### config.mk
export PLATFORM = sky130hd
export DESIGN_NAME = operand_fetch_stage
export DESIGN_NICKNAME = d
export VERILOG_FILES = /design/src/rtl/cpu_pkg.sv /design/src/rtl/scoreboard.sv /design/src/rtl/operand_fetch_stage.sv
export SDC_FILE = /design/constraint.sdc
export NUM_CORES = 1
export LEC_CHECK = 0
export CAP_MARGIN = 20
export CORE_UTILIZATION = 39
export CTS_CLUSTER_DIAMETER = 80
export DETAILED_ROUTE_END_ITERATION = 8
export GPL_ROUTABILITY_DRIVEN = 0
export PLACE_DENSITY = 0.81
export SLEW_MARGIN = 10
export SYNTH_ARGS = -nofsm -noshare
export SYNTH_HDL_FRONTEND = slang
export SYNTH_HIERARCHICAL = 1
export SYNTH_SLANG_ARGS = --single-unit
### constraint.sdc
create_clock -name clock -period 4.48 [get_ports clock]
set_input_delay 0.672 -clock clock [delete_from_list [all_inputs] [get_ports clock]]
set_output_delay 0.672 -clock clock [all_outputs]
set_load 0.02 [all_outputs]
### src/rtl/cpu_pkg.sv
// Shared CPU constants and register-file datapath types.
// No logic; imported by the operand fetch stage and its scoreboard.
package cpu_pkg;
   localparam int DATA_W = 32;
   localparam int ADDR_W = 5;
   localparam int NREG   = 1 << ADDR_W;

   typedef logic [ADDR_W-1:0] reg_addr_t;
   typedef logic [DATA_W-1:0] word_t;
   typedef logic [NREG-1:0]   busy_vec_t;
endpackage

### src/rtl/scoreboard.sv
// Pending-write scoreboard: one busy bit per architectural register; updates take one cycle.
// No backpressure; a set and a clear on the same index resolve to set (younger writer still pending).
module scoreboard
   import cpu_pkg::*;
(
   input  logic      clock,
   input  logic      reset,
   input  logic      set_en,
   input  reg_addr_t set_idx,
   input  logic      clr_en,
   input  reg_addr_t clr_idx,
   output busy_vec_t busy
);

   busy_vec_t set_mask;
   busy_vec_t clr_mask;

   always_comb begin
      set_mask = '0;
      clr_mask = '0;
      if (set_en) set_mask[set_idx] = 1'b1;
      if (clr_en) clr_mask[clr_idx] = 1'b1;
   end

   // Clear is applied first so a coincident set on the same index survives.
   always_ff @(posedge clock or negedge reset) begin
      if (!reset) busy <= '0;
      else        busy <= (busy & ~clr_mask) | set_mask;
   end

endmodule

### src/rtl/operand_fetch_stage.sv
// Operand fetch: reads the register file, bypasses same-cycle write-back, registers operands (1-cycle latency).
// Backpressure: in_ready drops while the output register is held or a RAW/WAW hazard is pending.
module operand_fetch_stage
   import cpu_pkg::*;
(
   input  logic              clock,
   input  logic              reset,
   input  logic              in_valid,
   output logic              in_ready,
   input  logic [ADDR_W-1:0] in_rs0,
   input  logic [ADDR_W-1:0] in_rs1,
   input  logic [ADDR_W-1:0] in_rd,
   input  logic              in_rd_en,
   output logic [ADDR_W-1:0] rf_ra0,
   output logic [ADDR_W-1:0] rf_ra1,
   input  logic [DATA_W-1:0] rf_out0,
   input  logic [DATA_W-1:0] rf_out1,
   input  logic              wb_we,
   input  logic [ADDR_W-1:0] wb_wa,
   input  logic [DATA_W-1:0] wb_wd,
   output logic              out_valid,
   input  logic              out_ready,
   output logic [DATA_W-1:0] out_op0,
   output logic [DATA_W-1:0] out_op1,
   output logic [ADDR_W-1:0] out_rd,
   output logic              out_rd_en,
   output logic [NREG-1:0]   sb_busy
);

   logic  clr0, clr1, clr_d;
   logic  haz;
   logic  accept;
   word_t fwd0, fwd1;

   assign rf_ra0 = in_rs0;
   assign rf_ra1 = in_rs1;

   // A write-back landing this cycle both supplies the data and retires the pending bit.
   assign clr0 = wb_we && (wb_wa == in_rs0);
   assign clr1 = wb_we && (wb_wa == in_rs1);
   assign clr_d = wb_we && (wb_wa == in_rd);

   assign fwd0 = clr0 ? wb_wd : rf_out0;
   assign fwd1 = clr1 ? wb_wd : rf_out1;

   assign haz = (sb_busy[in_rs0] && !clr0)
             || (sb_busy[in_rs1] && !clr1)
             || (in_rd_en && sb_busy[in_rd] && !clr_d);

   assign in_ready = (!out_valid || out_ready) && !haz;
   assign accept   = in_valid && in_ready;

   always_ff @(posedge clock or negedge reset) begin
      if (!reset) begin
         out_valid <= 1'b0;
         out_op0   <= '0;
         out_op1   <= '0;
         out_rd    <= '0;
         out_rd_en <= 1'b0;
      end else if (accept) begin
         out_valid <= 1'b1;
         out_op0   <= fwd0;
         out_op1   <= fwd1;
         out_rd    <= in_rd;
         out_rd_en <= in_rd_en;
      end else if (out_valid && out_ready) begin
         out_valid <= 1'b0;
      end
   end

   scoreboard u_scoreboard (
      .clock   (clock),
      .reset   (reset),
      .set_en  (accept && in_rd_en),
      .set_idx (in_rd),
      .clr_en  (wb_we),
      .clr_idx (wb_wa),
      .busy    (sb_busy)
   );

endmodule
==> flow_metrics.env <==
export IMPL_cp_end_kind="output pin"
export IMPL_worstPathArrival_ps=3620
export IMPL_core_region_area_um2=15400
export IMPL_layout_setup_ws_ps=190
export IMPL_setup_viol=0
export IMPL_status="finished clean"
export IMPL_worst_pin_slew_ps=927
export IMPL_rsz0062_at_grt="no"
export IMPL_initial_core_util_pct=40.4
export IMPL_drt_iter0_markers=325
export IMPL_final_period_utilization_pct=95.8
export IMPL_avgRoutedWirePerCell_um=21.5
export IMPL_synth_edf_count=0
export IMPL_dpl_cell_area_um2=8620
export IMPL_path_max_fanout=8
export IMPL_firstDrtPassIters=5
export IMPL_place_ws_ps=197
export IMPL_drc_errors=0
export IMPL_track_usage_pct=22.8
export IMPL_fin_cells=886
export IMPL_relSlewSlack_pct=38.2
export IMPL_cts_tree="done"
export IMPL_yosysWarnings=6
export IMPL_synth_seq_area_share_pct=41.5
export IMPL_placed_cells=869
export IMPL_hold_viol_final=0
export IMPL_hpwl_um=13900
export IMPL_critPathKind="in2out"
export IMPL_grt_max_degree=74
export IMPL_ys_flop_type="dfrtp_1"
export IMPL_ir_drop_uv=212
export IMPL_grt_pass1_vias=5183
export IMPL_final_common_cell="clkdlybuf4s50_1"
export IMPL_clock_skew_ps=10.9
export IMPL_clk_pin_slew_ps=70
export IMPL_post_cts_buffers=0
export IMPL_cts_buffer_depth=2
export IMPL_num_nets_final=791
export IMPL_drive_gt1_share_pct=28.5
export IMPL_rows=45
export IMPL_postCtsResizedCells=0
export IMPL_cap_violations=0
export IMPL_cellLeakagePower_nw=3.61
export IMPL_tritoncts_num_buffers=9
export IMPL_grt_antenna_before_repair=1
export IMPL_synthArstFlopShare_pct=100
export IMPL_netlist_area_um2=6210
export IMPL_fin_crit_ps=4290
export IMPL_dieArea_um2=16400
export IMPL_area_growth_pct=43.9
export IMPL_finalSetupTns_ps=0
export IMPL_insertion_delay_ps=350
export IMPL_worstPathRequired_ps=3810
export IMPL_drv_slew=0
export IMPL_postRouteAntennaNets=0
export IMPL_io_buffers=235
export IMPL_hold_path_class="in2async"
export IMPL_clockRootBuffer="clkbuf_16"
export IMPL_synthCells=448
export IMPL_synth_nets=570
export IMPL_vias=4934
export IMPL_routed_wl_um=19000
export IMPL_critPathLaunchType="input port"
export IMPL_viasPerCell=5.57
export IMPL_htree_levels=3
export IMPL_synth_cell_type_count=45
export IMPL_total_power_mw=3.77
export IMPL_cts_hold_fix_buffers=0
export IMPL_stdcell_area_um2=8940
export IMPL_max_freq_mhz=233
export IMPL_syn_area_per_cell_um2=13.9
export IMPL_layout_common_cells="clkdlybuf4s50_1, dfrtp_1, mux2_2"
export IMPL_cts_sinks=103
export IMPL_io_pin_count=236
export IMPL_ys_ff_latch=103
export IMPL_power_density_nw_per_um2=422
export IMPL_overflow=0
export IMPL_die_w_um=128
export IMPL_die_h_um=128
export IMPL_grt_pass1_wl_um=28400
[through the flow]
stage	utilization, %	hold WS, ps
after floorplan	-	376
after global placement	56.1	494
after detailed placement	56.1	491
after CTS	58.1	480
after global routing	58.2	514
final	58.2	451
[metal layers]
| metal | vias to the layer above | global-route usage [%] | share of wire (%) |
|---|---|---|---|
| met5 | - | 0 | 0 |
| met4 | 0 | 9.20 | 3.0 |
| met3 | 46 | 6.43 | 9.8 |
| met2 | 332 | 37.8 | 48 |
| met1 | 2418 | 28.0 | 39 |
| li1 | 2138 | - | - |
[final cells by class]
cell class	instances	area (um2)
diodes	1	2.50
clock buffers	9	225
clock inverters	7	90.1
fillers	1205	6430
inverters	2	7.51
multi-input cells	307	3330
flip-flops and latches	103	2580
well taps	211	264
repair buffers	246	2440
[synthesized netlist by cell type (all sizes together), types with 2 or more instances]
cell | count | share of area (%)
nor4 | 2 | 0.20
xnor2 | 7 | 0.99
o21ai | 64 | 5.2
mux4 | 22 | 8.3
inv | 2 | 0.12
xor2 | 8 | 1.1
or3 | 2 | 0.20
nand3b | 11 | 1.3
buf | 26 | 4.3
clkbuf | 10 | 0.60
mux2i | 8 | 1.3
nor2 | 4 | 0.50
nor3b | 2 | 0.24
nand3 | 4 | 0.32
dfrtp | 103 | 41
and3 | 3 | 0.30
nand2 | 4 | 0.24
o221ai | 2 | 0.28
nor2b | 2 | 0.20
or3b | 7 | 0.99
mux2 | 139 | 29
[cell families after synthesis]
logic type | count (synthesis) | share of synthesized area, %
compound gates | 73 | 6.77
xor+xnor | 15 | 2.11
buf+inv | 38 | 4.99
flops | 103 | 41.5
mux | 169 | 38.9
simple gates | 50 | 5.76
[power by group]
part / switching (mW) / internal [mW] / total (mW)
clock network: 0.373 / 0.447 / 0.821
registers: 0.181 / 1.17 / 1.35
logic: 0.691 / 0.910 / 1.60
total: 1.25 / 2.53 / 3.77
[sequential cells by signal (all words and copies together), names as in the netlist]
register and count:
out_rd 5, u_scoreboard/busy 32, out_op1 32, out_valid 1
out_op0 32, out_rd_en 1
[path summary, 6_finish.rpt]
path / slack, ps / depth (start not counted) / start / to
setup / recovery: 190 / 8 / in_rd[0] / in_ready
hold / removal: 450 / 1 / reset / out_op0[24]
setup reg to reg: 1390 / 9 / u_scoreboard/busy[0] / u_scoreboard/busy[16]
hold reg to reg: 510 / 1 / out_op1[21] / out_op1[21]
max in group asynchronous: 3070 / 2 / reset / out_rd[1]
min in group clock: 510 / 1 / out_op1[21] / out_op1[21]
[critical path, cell delays in order]
cell,delay (ps)
clkdlybuf4s50_1,760
mux4_2,550
nor2b_1,130
a2111oi_0,470
or4_4,240
o211ai_4,90
inv_1,70
clkdlybuf4s50_1,630
Power figures use the tool's default switching activity.
